File: src/rtl/ir_pkg.sv
// ir_pkg -- shared definitions for the instruction queue.
//   * bit positions of every MIPS R/I/J field inside a 32-bit word
//   * opcode_e : the opcodes the multicycle control unit recognises
//   * ir_fields_t : a fully split instruction, as seen by control and datapath
package ir_pkg;

  localparam int OP_HI    = 31;
  localparam int OP_LO    = 26;
  localparam int RS_HI    = 25;
  localparam int RS_LO    = 21;
  localparam int RT_HI    = 20;
  localparam int RT_LO    = 16;
  localparam int RD_HI    = 15;
  localparam int RD_LO    = 11;
  localparam int SHAMT_HI = 10;
  localparam int SHAMT_LO = 6;
  localparam int FUNCT_HI = 5;
  localparam int FUNCT_LO = 0;
  localparam int IMM_HI   = 15;
  localparam int IMM_LO   = 0;
  localparam int JADDR_HI = 25;
  localparam int JADDR_LO = 0;

  typedef enum logic [5:0] {
    R_TYPE = 6'h00,
    J      = 6'h02,
    JAL    = 6'h03,
    BEQ    = 6'h04,
    BNE    = 6'h05,
    ADDI   = 6'h08,
    LW     = 6'h23,
    SW     = 6'h2B
  } opcode_e;

  typedef struct packed {
    opcode_e     op;
    logic [4:0]  rs;
    logic [4:0]  rt;
    logic [4:0]  rd;
    logic [4:0]  shamt;
    logic [5:0]  funct;
    logic [15:0] addr_imm;
    logic [31:0] imm_ext;
    logic [25:0] jaddr;
  } ir_fields_t;

endpackage

File: src/rtl/instr_queue_if.sv
// instr_queue_if -- fetch/execute side bundle of the instruction queue.
//   master : fetch/control side (drives IRWrite, MemData, Advance, Flush)
//   slave  : the queue itself (drives status and the decoded head fields)
interface instr_queue_if #(
  parameter int DEPTH = 4,
  parameter int WIDTH = 32
);
  localparam int CNT_W = $clog2(DEPTH + 1);

  logic             IRWrite;
  logic [WIDTH-1:0] MemData;
  logic             Advance;
  logic             Flush;
  logic             Valid;
  logic             Full;
  logic [CNT_W-1:0] Count;
  logic             Overflow;
  logic [5:0]       Op;
  logic [4:0]       Rs;
  logic [4:0]       Rt;
  logic [4:0]       Rd;
  logic [4:0]       Shamt;
  logic [5:0]       Funct;
  logic [15:0]      Addr_imm;
  logic [31:0]      Imm_ext;
  logic [25:0]      Jaddr;

  modport master (
    output IRWrite, MemData, Advance, Flush,
    input  Valid, Full, Count, Overflow,
    input  Op, Rs, Rt, Rd, Shamt, Funct, Addr_imm, Imm_ext, Jaddr
  );

  modport slave (
    input  IRWrite, MemData, Advance, Flush,
    output Valid, Full, Count, Overflow,
    output Op, Rs, Rt, Rd, Shamt, Funct, Addr_imm, Imm_ext, Jaddr
  );
endinterface

File: src/rtl/ir_field_decode.sv
// ir_field_decode -- purely combinational splitter of one instruction word.
//   word   : 32-bit instruction
//   valid  : when low every field is forced to 0 (an encoded NOP)
//   fields : all R/I/J fields plus the sign-extended immediate
module ir_field_decode
  import ir_pkg::*;
(
  input  logic [31:0] word,
  input  logic        valid,
  output ir_fields_t  fields
);

  always_comb begin
    // NOTE: default every output first so no path through the block leaves
    // a field unassigned; otherwise synthesis infers a latch.
    fields = '0;
    if (valid) begin
      fields.op       = opcode_e'(word[OP_HI:OP_LO]);
      fields.rs       = word[RS_HI:RS_LO];
      fields.rt       = word[RT_HI:RT_LO];
      fields.rd       = word[RD_HI:RD_LO];
      fields.shamt    = word[SHAMT_HI:SHAMT_LO];
      fields.funct    = word[FUNCT_HI:FUNCT_LO];
      fields.addr_imm = word[IMM_HI:IMM_LO];
      fields.imm_ext  = {{16{word[IMM_HI]}}, word[IMM_HI:IMM_LO]};
      fields.jaddr    = word[JADDR_HI:JADDR_LO];
    end
  end

endmodule

File: src/rtl/instr_queue.sv
// instr_queue -- instruction register / prefetch queue (circular buffer).
//   Clk   : rising-edge clock
//   Reset : asynchronous active-low reset
//   bus   : instr_queue_if.slave (push/pop/flush in, status and head fields out)
// Optional feature macro IR_BYPASS_EN: when the queue is empty a word being
// pushed is visible on the outputs in the same cycle and may be consumed
// directly by Advance without ever being stored.
module instr_queue
  import ir_pkg::*;
#(
  parameter int DEPTH = 4,
  parameter int WIDTH = 32
) (
  input  logic                Clk,
  input  logic                Reset,
  instr_queue_if.slave        bus
);

  localparam int PTR_W = $clog2(DEPTH);
  localparam int CNT_W = $clog2(DEPTH + 1);

  logic [WIDTH-1:0] mem [DEPTH];
  logic [PTR_W-1:0] rd_ptr;
  logic [PTR_W-1:0] wr_ptr;
  logic [CNT_W-1:0] count_q;
  logic             overflow_q;

  logic             not_empty;
  logic             full;
  logic             pop;
  logic             push;
  logic             consume;
  logic [31:0]      dec_word;
  logic             dec_valid;
  ir_fields_t       fields;

  assign not_empty = (count_q != '0);
  assign full      = (count_q == CNT_W'(DEPTH));

`ifdef IR_BYPASS_EN
  logic bypass;
  assign bypass    = !not_empty && bus.IRWrite;
  // Word handed straight to execute; Flush keeps priority and stores it.
  assign consume   = bypass && bus.Advance && !bus.Flush;
  assign dec_word  = bypass ? bus.MemData[WIDTH-1 -: 32] : mem[rd_ptr][WIDTH-1 -: 32];
  assign dec_valid = not_empty || bypass;
`else
  assign consume   = 1'b0;
  assign dec_word  = mem[rd_ptr][WIDTH-1 -: 32];
  assign dec_valid = not_empty;
`endif

  assign pop  = bus.Advance && not_empty && !bus.Flush;
  // A full queue still accepts a push when the head leaves in the same cycle.
  assign push = bus.IRWrite && !consume && (!full || pop);

  always_ff @(posedge Clk or negedge Reset) begin
    if (!Reset) begin
      rd_ptr     <= '0;
      wr_ptr     <= '0;
      count_q    <= '0;
      overflow_q <= 1'b0;
    end else if (bus.Flush) begin
      rd_ptr     <= '0;
      overflow_q <= 1'b0;
      wr_ptr     <= bus.IRWrite ? PTR_W'(1) : '0;
      count_q    <= bus.IRWrite ? CNT_W'(1) : '0;
    end else begin
      if (push) wr_ptr <= wr_ptr + PTR_W'(1);
      if (pop)  rd_ptr <= rd_ptr + PTR_W'(1);
      if (push && !pop)      count_q <= count_q + CNT_W'(1);
      else if (pop && !push) count_q <= count_q - CNT_W'(1);
      if (bus.IRWrite && !push && !consume) overflow_q <= 1'b1;
    end
  end

  // NOTE: storage is deliberately left out of reset; its contents are never
  // observed while Count says the slot is empty, and a reset would turn the
  // array into flops instead of plain RAM.
  always_ff @(posedge Clk) begin
    if (bus.Flush && bus.IRWrite) mem[0]      <= bus.MemData;
    else if (!bus.Flush && push)  mem[wr_ptr] <= bus.MemData;
  end

  ir_field_decode u_decode (
    .word   (dec_word),
    .valid  (dec_valid),
    .fields (fields)
  );

  assign bus.Valid    = dec_valid;
  assign bus.Full     = full;
  assign bus.Count    = count_q;
  assign bus.Overflow = overflow_q;
  assign bus.Op       = fields.op;
  assign bus.Rs       = fields.rs;
  assign bus.Rt       = fields.rt;
  assign bus.Rd       = fields.rd;
  assign bus.Shamt    = fields.shamt;
  assign bus.Funct    = fields.funct;
  assign bus.Addr_imm = fields.addr_imm;
  assign bus.Imm_ext  = fields.imm_ext;
  assign bus.Jaddr    = fields.jaddr;

endmodule

File: src/flat_wrapper.sv
// flat-port wrapper written by rule: the top's interface ports become plain ports
module instr_queue_flat import ir_pkg::*;
#(
  parameter int DEPTH = 4,
  parameter int WIDTH = 32
)
  (Clk, Reset, bus_IRWrite, bus_MemData, bus_Advance, bus_Flush, bus_Valid, bus_Full, bus_Count, bus_Overflow, bus_Op, bus_Rs, bus_Rt, bus_Rd, bus_Shamt, bus_Funct, bus_Addr_imm, bus_Imm_ext, bus_Jaddr);
  instr_queue_if #(.DEPTH(DEPTH), .WIDTH(WIDTH)) bus_i ();
  input  logic Clk;
  input  logic Reset;
  input wire logic [$bits(bus_i.IRWrite)-1:0] bus_IRWrite;
  input wire logic [$bits(bus_i.MemData)-1:0] bus_MemData;
  input wire logic [$bits(bus_i.Advance)-1:0] bus_Advance;
  input wire logic [$bits(bus_i.Flush)-1:0] bus_Flush;
  output wire logic [$bits(bus_i.Valid)-1:0] bus_Valid;
  output wire logic [$bits(bus_i.Full)-1:0] bus_Full;
  output wire logic [$bits(bus_i.Count)-1:0] bus_Count;
  output wire logic [$bits(bus_i.Overflow)-1:0] bus_Overflow;
  output wire logic [$bits(bus_i.Op)-1:0] bus_Op;
  output wire logic [$bits(bus_i.Rs)-1:0] bus_Rs;
  output wire logic [$bits(bus_i.Rt)-1:0] bus_Rt;
  output wire logic [$bits(bus_i.Rd)-1:0] bus_Rd;
  output wire logic [$bits(bus_i.Shamt)-1:0] bus_Shamt;
  output wire logic [$bits(bus_i.Funct)-1:0] bus_Funct;
  output wire logic [$bits(bus_i.Addr_imm)-1:0] bus_Addr_imm;
  output wire logic [$bits(bus_i.Imm_ext)-1:0] bus_Imm_ext;
  output wire logic [$bits(bus_i.Jaddr)-1:0] bus_Jaddr;
  assign bus_i.IRWrite = bus_IRWrite;
  assign bus_i.MemData = bus_MemData;
  assign bus_i.Advance = bus_Advance;
  assign bus_i.Flush = bus_Flush;
  assign bus_Valid = bus_i.Valid;
  assign bus_Full = bus_i.Full;
  assign bus_Count = bus_i.Count;
  assign bus_Overflow = bus_i.Overflow;
  assign bus_Op = bus_i.Op;
  assign bus_Rs = bus_i.Rs;
  assign bus_Rt = bus_i.Rt;
  assign bus_Rd = bus_i.Rd;
  assign bus_Shamt = bus_i.Shamt;
  assign bus_Funct = bus_i.Funct;
  assign bus_Addr_imm = bus_i.Addr_imm;
  assign bus_Imm_ext = bus_i.Imm_ext;
  assign bus_Jaddr = bus_i.Jaddr;
  instr_queue #(.DEPTH(DEPTH), .WIDTH(WIDTH)) u_core (.Clk(Clk), .Reset(Reset), .bus(bus_i));
endmodule
File: config.mk
export PLATFORM = sky130hd
export DESIGN_NAME = instr_queue_flat
export DESIGN_NICKNAME = d
export VERILOG_FILES = /design/src/rtl/ir_pkg.sv /design/src/rtl/instr_queue_if.sv /design/src/rtl/ir_field_decode.sv /design/src/rtl/instr_queue.sv /design/src/flat_wrapper.sv
export SDC_FILE = /design/constraint.sdc
export NUM_CORES = 1
export LEC_CHECK = 0
export ABC_CLOCK_PERIOD_IN_PS = 4680
export CAP_MARGIN = 20
export CELL_PAD_IN_SITES_DETAIL_PLACEMENT = 0
export CELL_PAD_IN_SITES_GLOBAL_PLACEMENT = 1
export CORE_UTILIZATION = 45
export CTS_BUF_LIST = sky130_fd_sc_hd__clkbuf_8
export DETAILED_ROUTE_END_ITERATION = 10
export GPL_ROUTABILITY_DRIVEN = 0
export GPL_TIMING_DRIVEN = 0
export PLACE_DENSITY = 0.95
export SLEW_MARGIN = 10
export SYNTH_ARGS = -nofsm -noshare
export SYNTH_HDL_FRONTEND = slang
export SYNTH_SLANG_ARGS = --single-unit
File: constraint.sdc
create_clock -name Clk -period 4.68 [get_ports Clk]
set_input_delay 1.17 -clock Clk [delete_from_list [all_inputs] [get_ports Clk]]
set_output_delay 1.17 -clock Clk [all_outputs]
set_load 0.01 [all_outputs]
==> flow_results.xml, run 1 <==
<?xml version="1.0" encoding="UTF-8"?>
<metrics>
  <group name="run_status">
    <metric name="result_of_the_run" unit="">completed</metric>
  </group>
  <group name="layout">
    <metric name="post-route-util" unit="%">64.5</metric>
    <metric name="post-route-cell-area" unit="sq um">8270</metric>
    <metric name="seqCellArea" unit="sq um">4040</metric>
    <metric name="drive_gt1_share" unit="%">29.9</metric>
    <metric name="antennaDiodeCount" unit="">0</metric>
    <metric name="design.final.nets" unit="">557</metric>
    <metric name="multi_input_area" unit="sq um">1280</metric>
    <metric name="area_delta_synth_final" unit="%">37.5</metric>
    <metric name="fillers" unit="">914</metric>
  </group>
  <group name="logic_synthesis">
    <metric name="synth_top_cells_by_area" unit="">sky130_fd_sc_hd__edfxtp_1 64%, sky130_fd_sc_hd__mux4_2 12%, sky130_fd_sc_hd__buf_4 9.6%</metric>
    <metric name="synth.yosys.seq_area_share" unit="%">67.3</metric>
    <metric name="synth_top_area_cell" unit="">sky130_fd_sc_hd__edfxtp_1</metric>
    <metric name="postSynth.asyncResetShare" unit="%">5.88</metric>
    <metric name="post_synth_inst_count" unit="">348</metric>
    <metric name="synth_top_area_share" unit="%">63.9</metric>
    <metric name="syn_avg_cell_area" unit="sq um">17.3</metric>
    <metric name="synth-main-ff-cell" unit="">sky130_fd_sc_hd__edfxtp_1</metric>
    <metric name="register_bit_total_from_synthesis" unit="">136</metric>
    <metric name="synth_enable_flop_cells" unit="">128</metric>
    <metric name="syn-cell-area" unit="sq um">6010</metric>
    <metric name="mappedNetlistNets" unit="">386</metric>
    <metric name="synth.yosys.warnings" unit="">0</metric>
    <metric name="yosysUniqueCellTypes" unit="">41</metric>
  </group>
  <group name="power">
    <metric name="power_switching_share" unit="%">28.7</metric>
    <metric name="pwr-share-clk" unit="%">20.8</metric>
    <metric name="maximum_vdd_drop" unit="V">0.000342</metric>
    <metric name="sequential_share_of_power" unit="%">28.3</metric>
    <metric name="internal_power_consumption" unit="W">0.00363</metric>
    <metric name="p_total" unit="W">0.00508</metric>
    <metric name="netSwitchingPower" unit="W">0.00146</metric>
    <metric name="power.density" unit="nW/um^2">615</metric>
    <metric name="comb_power_share" unit="%">50.9</metric>
    <metric name="power_leakage" unit="nW">2.92</metric>
  </group>
  <group name="sta">
    <metric name="slew_hr" unit="%">53.2</metric>
    <metric name="timing.final.max_slew_violations" unit="">0</metric>
    <metric name="number_of_hold_violations_in_the_final_report" unit="">0</metric>
    <metric name="fin_skew" unit="ps">9.99</metric>
    <metric name="worst_slew_pin_slew" unit="ps">699</metric>
    <metric name="post-route-period-util" unit="%">88.1</metric>
    <metric name="setup-tns-final" unit="ps">0</metric>
    <metric name="fin_crit" unit="ps">4120</metric>
    <metric name="grt_setup_unrepaired" unit="">no</metric>
    <metric name="max_clock_freq" unit="MHz">243</metric>
    <metric name="finish_stage_setup_viols" unit="">0</metric>
  </group>
  <group name="clocking">
    <metric name="cts_max_level" unit="">4</metric>
    <metric name="postCtsResizedCells" unit="">0</metric>
    <metric name="cts_tree" unit="">built</metric>
    <metric name="worstSkewPairLatency" unit="ps">430</metric>
    <metric name="cts_hold_buffers" unit="">0</metric>
    <metric name="clkSlewWorstSetupHoldPaths" unit="ps">80</metric>
    <metric name="cts.root.buffer_cell" unit="">sky130_fd_sc_hd__clkbuf_8</metric>
    <metric name="clock_sink_count" unit="">136</metric>
    <metric name="postCtsSetupBuffers" unit="">0</metric>
    <metric name="clock_tree.buffer_depth" unit="">2</metric>
    <metric name="cts-buffers-inserted" unit="">17</metric>
  </group>
  <group name="die">
    <metric name="placement_rows" unit="">41</metric>
    <metric name="ios" unit="">149</metric>
    <metric name="floorplan.initialDensity" unit="%">46.9</metric>
    <metric name="core-area" unit="sq um">12800</metric>
    <metric name="dieWidth" unit="um">118</metric>
    <metric name="die-area" unit="sq um">13800</metric>
    <metric name="fp.dieH" unit="um">118</metric>
  </group>
  <group name="worst_hold_path">
    <metric name="min-delay-path-class" unit="">flip-flop to flip-flop</metric>
  </group>
  <group name="setup_path">
    <metric name="worst_setup_path_start_kind" unit="">flip-flop</metric>
    <metric name="worstPathCellList" unit="">clkbuf_1, buf_2, mux4_2, nor2b_2, buf_4, clkdlybuf4s50_1</metric>
    <metric name="critPathMaxFanout" unit="">20</metric>
    <metric name="critical_path.max_stage_delay" unit="ps">580</metric>
    <metric name="timing.critical_path.required" unit="ps">3510</metric>
    <metric name="cp_data_arrival_time" unit="ps">2950</metric>
    <metric name="crit_slowest_cell" unit="">sky130_fd_sc_hd__nor2b_2</metric>
    <metric name="timing_worst_setup_path_type" unit="">flip-flop to primary output</metric>
    <metric name="critical_path.endpoint_type" unit="">primary output</metric>
  </group>
  <group name="place">
    <metric name="port_buffers" unit="">148</metric>
    <metric name="dp_hpwl" unit="um">8240</metric>
    <metric name="placedInstanceArea" unit="sq um">7820</metric>
  </group>
  <group name="global_route">
    <metric name="gr-total-overflow" unit="">0</metric>
    <metric name="first_global_vias" unit="">3580</metric>
    <metric name="grt_start_max_net_pins" unit="">21</metric>
    <metric name="number_of_antenna_violations_at_the_first_check_in_global_routing" unit="">0</metric>
    <metric name="grt_use_total" unit="%">18.3</metric>
    <metric name="wire_length_of_the_first_global_routing_pass" unit="um">18800</metric>
  </group>
  <group name="route">
    <metric name="met1_length" unit="um">4880</metric>
    <metric name="postRouteAntennaNets" unit="">0</metric>
    <metric name="detailroute.wirelength.met2" unit="um">6330</metric>
    <metric name="via_per_inst" unit="">4.89</metric>
    <metric name="finalWirelength" unit="um">11900</metric>
    <metric name="drt_first_iter_violations" unit="">184</metric>
    <metric name="route.detailed.wl_per_inst" unit="um">16.9</metric>
    <metric name="detailroute.via_count" unit="">3442</metric>
    <metric name="wl_met3" unit="um">573</metric>
    <metric name="highest-signal-layer" unit="">met4</metric>
    <metric name="drt-pass1-iter-count" unit="">4</metric>
    <metric name="drc_errors" unit="">0</metric>
  </group>
  <group name="flow_run">
    <metric name="drv.max_cap_violation_count" unit="">0</metric>
  </group>
</metrics>
==> synth_stat cells, types with 3 or more instances <==
master	instances
sky130_fd_sc_hd__edfxtp_1	128
sky130_fd_sc_hd__buf_4	77
sky130_fd_sc_hd__mux4_2	32
sky130_fd_sc_hd__nor2b_1	31
sky130_fd_sc_hd__dfrtp_1	8
sky130_fd_sc_hd__buf_2	6
sky130_fd_sc_hd__inv_1	6
sky130_fd_sc_hd__nor2_1	6
sky130_fd_sc_hd__clkbuf_1	5
sky130_fd_sc_hd__a21oi_1	4
sky130_fd_sc_hd__and3_1	3
sky130_fd_sc_hd__buf_6	3
sky130_fd_sc_hd__o21ai_0	3
==> per-stage QoR <==
step | instances | setup slack (ps) | hold WS, ps
2_1_floorplan | 348 | 1450 | 529
3_3_place_gp | 668 | 612 | 493
3_5_place_dp | 672 | 578 | 491
4_1_cts | 704 | 82.2 | 519
5_1_grt | 704 | 329 | 555
6_report | 704 | 559 | 510
==> layer usage <==
layer / track usage [%] / vias up
met5: 0 / -
met4: 6.01 / 0
met3: 4.84 / 8
met2: 32.2 / 122
met1: 21.8 / 1715
li1: - / 1597
==> worst max-delay path: cells and delay by family, from the launching register on <==
kind	cells	cell delay, ps
buf+inv	4	1380
flops	1	320
mux	1	230
simple gates	1	580
==> registers in the layout, indices dropped and copies added, names as in the netlist <==
signal               flops
u_core.rd_ptr            2
u_core.bus.Count         3
u_core.wr_ptr            2
u_core.mem             128
u_core.bus.Overflow      1
==> kinds of logic after synthesis <==
| kind of cell | after synthesis | share of synthesized area [%] |
|---|---|---|
| adders and majority gates | 1 | 0.333 |
| muxes | 33 | 12.2 |
| and+or+nand+nor | 55 | 5.68 |
| DFF | 136 | 67.3 |
| xor gates and xnor gates | 2 | 0.291 |
| buffers and inverters | 98 | 11.5 |
| AOI/OAI and AO/OA | 23 | 2.75 |
==> path summary, 6_finish.rpt <==
| check | start | endpoint | slack, ps | cells after the start |
|---|---|---|---|---|
| hold reg to reg | u_core.bus.Overflow | u_core.bus.Overflow | 510 | 2 |
| min in group asynchronous | Reset | u_core.wr_ptr[0] | 1040 | 1 |
| setup / recovery | u_core.rd_ptr[1] | bus_Imm_ext[22] | 560 | 6 |
| hold / removal | u_core.bus.Overflow | u_core.bus.Overflow | 510 | 2 |
| setup reg to reg | u_core.bus.Count[0] | u_core.bus.Count[1] | 2440 | 7 |
| max in group asynchronous | Reset | u_core.rd_ptr[0] | 3340 | 1 |
==> cell usage in the layout (no fill, tap or decap), types with 2 or more instances in the layout <==
master	instances
sky130_fd_sc_hd__clkdlybuf4s50_1	148
sky130_fd_sc_hd__edfxtp_1	128
sky130_fd_sc_hd__buf_4	77
sky130_fd_sc_hd__mux4_2	32
sky130_fd_sc_hd__nor2b_1	30
sky130_fd_sc_hd__clkbuf_8	17
sky130_fd_sc_hd__dfrtp_1	8
sky130_fd_sc_hd__inv_1	6
sky130_fd_sc_hd__buf_2	6
sky130_fd_sc_hd__nor2_1	6
sky130_fd_sc_hd__clkbuf_1	5
sky130_fd_sc_hd__clkinv_1	5
sky130_fd_sc_hd__bufinv_16	5
sky130_fd_sc_hd__a21oi_1	4
sky130_fd_sc_hd__clkinvlp_4	4
sky130_fd_sc_hd__buf_16	4
sky130_fd_sc_hd__buf_6	3
sky130_fd_sc_hd__and3_2	3
sky130_fd_sc_hd__o21ai_0	3
sky130_fd_sc_hd__clkinv_4	2
sky130_fd_sc_hd__nor3_1	2
sky130_fd_sc_hd__and2b_1	2
sky130_fd_sc_hd__a211oi_1	2
sky130_fd_sc_hd__a221oi_1	2
sky130_fd_sc_hd__xor2_1	2
sky130_fd_sc_hd__nand2b_1	2
sky130_fd_sc_hd__nor4_1	2
sky130_fd_sc_hd__a31oi_1	2
==> power groups by stage <==
| stage | clock (W) | sequential [W] | combinational, W |
|---|---|---|---|
| 6_report | 0.00106 | 0.00144 | 0.00259 |
| 3_3_place_gp | 0 | 0.00146 | 0.00254 |
| 2_1_floorplan | 0 | 0.00146 | 0.00137 |
| 4_1_cts | 0.00108 | 0.00144 | 0.00263 |
| 5_1_grt | 0.00113 | 0.00144 | 0.00276 |
| 3_5_place_dp | 0 | 0.00146 | 0.00263 |
==> layout make-up <==
class	count	area share (%)
well taps	172	2.60
clock buffers	17	2.83
repair buffers	152	19.2
plain buffers	91	7.99
inverters	7	0.378
clock inverters	15	2.51
flip-flops and latches	136	48.9
multi-input cells	114	15.5
Note: power is estimated with default switching activity, not from simulation.
==> run 2, diff against run 1 <==
==> constraint.sdc (replaced) <==
create_clock -name Clk -period 4.68 [get_ports Clk]
set_input_delay 0.702 -clock Clk [delete_from_list [all_inputs] [get_ports Clk]]
set_output_delay 0.702 -clock Clk [all_outputs]
set_load 0.01 [all_outputs]
==> results of run 2 <==
The final DEF is identical to that of run 1. Status: completed.
Among the figures that moved: setup slack after placement 578 ps -> 1050 ps; setup slack after layout 559 ps -> 1030 ps
==> run 3, diff against run 2 <==
Settings changed: ABC_CLOCK_PERIOD_IN_PS 4680 to 3140, CORE_UTILIZATION 45 to 38, PLACE_DENSITY 0.95 to 0.89.
Clock period 4.68 ns to 3.14 ns, I/O delays scaled along.
==> run 3 against run 2 <==
Compared with the run above:
- wire length shrank 0.97%
- first-iteration DRC count is 12% higher
- critical path depth is the same
- clock skew is 2.8 ps lower
- final cell count grew 5.7%
- sequential share of layout area up 0.16 points
- design area shrank 0.32%
- total power rose by 43%
- register-to-register slack worse by 1500 ps
- sequential power up 49%
- highest routed layer unchanged
==> flow_results.xml, run 3 (synthesized netlist as in run 1, its figures left out) <==
<?xml version="1.0" encoding="UTF-8"?>
<metrics>
  <group name="run_status">
    <metric name="result_of_the_run" unit="">completed</metric>
  </group>
  <group name="die">
    <metric name="placement_rows" unit="">45</metric>
    <metric name="core-area" unit="sq um">15300</metric>
    <metric name="fp.dieH" unit="um">128</metric>
    <metric name="dieWidth" unit="um">128</metric>
    <metric name="ios" unit="">149</metric>
    <metric name="floorplan.initialDensity" unit="%">39.3</metric>
    <metric name="die-area" unit="sq um">16300</metric>
  </group>
  <group name="global_route">
    <metric name="gr-total-overflow" unit="">0</metric>
    <metric name="grt_start_max_net_pins" unit="">26</metric>
    <metric name="first_global_vias" unit="">3484</metric>
    <metric name="grt_use_total" unit="%">15.1</metric>
    <metric name="number_of_antenna_violations_at_the_first_check_in_global_routing" unit="">0</metric>
    <metric name="wire_length_of_the_first_global_routing_pass" unit="um">18000</metric>
  </group>
  <group name="place">
    <metric name="port_buffers" unit="">148</metric>
    <metric name="dp_hpwl" unit="um">7900</metric>
  </group>
  <group name="layout">
    <metric name="top_register" unit="">u_core.mem</metric>
    <metric name="mostFrequentLayoutCell" unit="">sky130_fd_sc_hd__clkdlybuf4s50_1</metric>
    <metric name="area_delta_synth_final" unit="%">37.1</metric>
    <metric name="final_cell_mix" unit="">148 x sky130_fd_sc_hd__clkdlybuf4s50_1, 128 x sky130_fd_sc_hd__edfxtp_1, 81 x sky130_fd_sc_hd__buf_4</metric>
    <metric name="number_of_flip_flops_under_the_largest_register_name" unit="">128</metric>
    <metric name="drive_gt1_share" unit="%">30.6</metric>
    <metric name="design.final.nets" unit="">559</metric>
    <metric name="antennaDiodeCount" unit="">0</metric>
  </group>
  <group name="power">
    <metric name="p_total" unit="W">0.00729</metric>
    <metric name="power_leakage" unit="nW">2.92</metric>
    <metric name="maximum_vdd_drop" unit="V">0.000356</metric>
    <metric name="power.density" unit="nW/um^2">884</metric>
  </group>
  <group name="setup_path">
    <metric name="crit_slowest_cell" unit="">sky130_fd_sc_hd__mux4_2</metric>
    <metric name="timing.critical_path.required" unit="ps">2670</metric>
    <metric name="worst_setup_path_start_kind" unit="">flip-flop</metric>
    <metric name="timing.reg2reg.worst_path_depth" unit="">7</metric>
    <metric name="path_common_cell" unit="">sky130_fd_sc_hd__buf_4</metric>
    <metric name="worstReg2RegStart" unit="">u_core.bus.Count[2]</metric>
    <metric name="launch_point_of_the_worst_path" unit="">u_core.rd_ptr[0]</metric>
    <metric name="timing_worst_setup_path_type" unit="">flip-flop to primary output</metric>
    <metric name="reg2reg_to" unit="">u_core.bus.Count[1]</metric>
    <metric name="cp_data_arrival_time" unit="ps">2500</metric>
    <metric name="critical_path.endpoint_type" unit="">primary output</metric>
    <metric name="critPathMaxFanout" unit="">10</metric>
    <metric name="reg2reg_setup_slack" unit="ps">900</metric>
    <metric name="critical_path.max_stage_delay" unit="ps">540</metric>
    <metric name="worstPathCellList" unit="">buf_4, buf_6, mux4_2, nor2b_4, buf_4, clkdlybuf4s50_1</metric>
  </group>
  <group name="sta">
    <metric name="worst_hold_slack" unit="ps">337</metric>
    <metric name="timing.final.max_slew_violations" unit="">0</metric>
    <metric name="post-route-period-util" unit="%">94.6</metric>
    <metric name="slew_hr" unit="%">62.0</metric>
    <metric name="max_clock_freq" unit="MHz">337</metric>
    <metric name="number_of_hold_violations_in_the_final_report" unit="">0</metric>
    <metric name="grt_setup_unrepaired" unit="">no</metric>
    <metric name="fin_crit" unit="ps">2970</metric>
    <metric name="worst_slew_pin_slew" unit="ps">570</metric>
    <metric name="finish_stage_setup_viols" unit="">0</metric>
    <metric name="fin_skew" unit="ps">7.19</metric>
  </group>
  <group name="clocking">
    <metric name="cts_hold_buffers" unit="">0</metric>
    <metric name="clock_tree.buffer_depth" unit="">2</metric>
    <metric name="clkSlewWorstSetupHoldPaths" unit="ps">70</metric>
    <metric name="cts_tree" unit="">built</metric>
    <metric name="cts.root.buffer_cell" unit="">sky130_fd_sc_hd__clkbuf_8</metric>
    <metric name="clock_sink_count" unit="">136</metric>
    <metric name="worstSkewPairLatency" unit="ps">430</metric>
    <metric name="cts-buffers-inserted" unit="">17</metric>
    <metric name="cts_max_level" unit="">4</metric>
  </group>
  <group name="route">
    <metric name="via_per_inst" unit="">4.63</metric>
    <metric name="route.detailed.wl_per_inst" unit="um">15.8</metric>
    <metric name="drc_errors" unit="">0</metric>
    <metric name="postRouteAntennaNets" unit="">0</metric>
    <metric name="finalWirelength" unit="um">11800</metric>
    <metric name="detailroute.via_count" unit="">3447</metric>
    <metric name="drt_first_iter_violations" unit="">206</metric>
    <metric name="drt-pass1-iter-count" unit="">6</metric>
  </group>
  <group name="worst_hold_path">
    <metric name="min-delay-path-class" unit="">input pin to async pin</metric>
  </group>
  <group name="flow_run">
    <metric name="drv.max_cap_violation_count" unit="">0</metric>
  </group>
</metrics>
==> run 3: cell types whose count changed in the layout (fill, tap and decap cells not counted), moves of 2 or more <==
cell / previous run / this run
sky130_fd_sc_hd__clkinvlp_4: 4 / 2
sky130_fd_sc_hd__bufinv_16: 5 / 1
sky130_fd_sc_hd__clkinv_2: 0 / 6
sky130_fd_sc_hd__clkinv_1: 5 / 3
sky130_fd_sc_hd__inv_1: 6 / 8
sky130_fd_sc_hd__nor2b_4: 0 / 2
sky130_fd_sc_hd__clkbuf_1: 5 / 2
sky130_fd_sc_hd__buf_4: 77 / 81
==> run 3: how the worst max path moves through the flow <==
stage,endpoint,slack (ps),cells after the start
final,bus_Imm_ext[25],170,6
after global routing,bus_Imm_ext[15],4,6
after CTS,bus_Rt[2],20,6
after detailed placement,bus_Imm_ext[28],-220,6
after global placement,u_core.mem[1][17],-320,4
after floorplan,bus_Imm_ext[15],610,5
==> run 3: final cells by class <==
type	count	area (sq um)
inverters	7	31.3
clock inverters	14	93.8
multi-input cells	115	1310
well taps	211	264
fillers	1234	7070
clock buffers	17	234
repair buffers	154	1600
plain buffers	90	667
flip-flops and latches	136	4040
==> run 3: metrics by stage <==
step           util (%)  setup slack (ps)  setup TNS [ps]  area (sq um)  std cells
2_1_floorplan         -               613               0          6010        348
3_3_place_gp       50.7              -316          -37970          7760        707
3_5_place_dp       51.4              -224           -4180          7870        711
4_1_cts            53.7              16.3               0          8230        743
5_1_grt            53.8              4.27               0          8240        744
6_report           53.8               169               0          8240        744
==> run 3: per-layer routing <==
| metal | part of all wire [%] | vias to the layer above | routed length (um) | track usage (%) |
|---|---|---|---|---|
| li1 | - | 1591 | - | - |
| met1 | 43 | 1708 | 5090 | 18.0 |
| met2 | 49 | 135 | 5830 | 25.5 |
| met3 | 6.2 | 13 | 725 | 4.84 |
| met4 | 1.1 | 0 | 131 | 5.54 |
| met5 | 0 | - | 0 | 0 |
==> run 3: repair_timing <==
action,in CTS,in global routing
gates cloned,1,0
hold endpoints to repair,0,0
pin swaps,0,1
setup buffers,0,2
gates resized for setup,8,3
endpoints found under the setup margin,84,62
==> run 3: critical path, delay by kind of cell, from the launching register on <==
kind                   cells  cell delay [ps]
buffers and inverters      4             1020
muxes                      1              540
DFF                        1              320
and+or+nand+nor            1              180
==> run 3: power breakdown <==
part	total, W	internal, W	switching [W]
combinational	0.00394	0.00241	0.00152
sequential	0.00214	0.00211	0.0000364
clock	0.00121	0.000595	0.000610
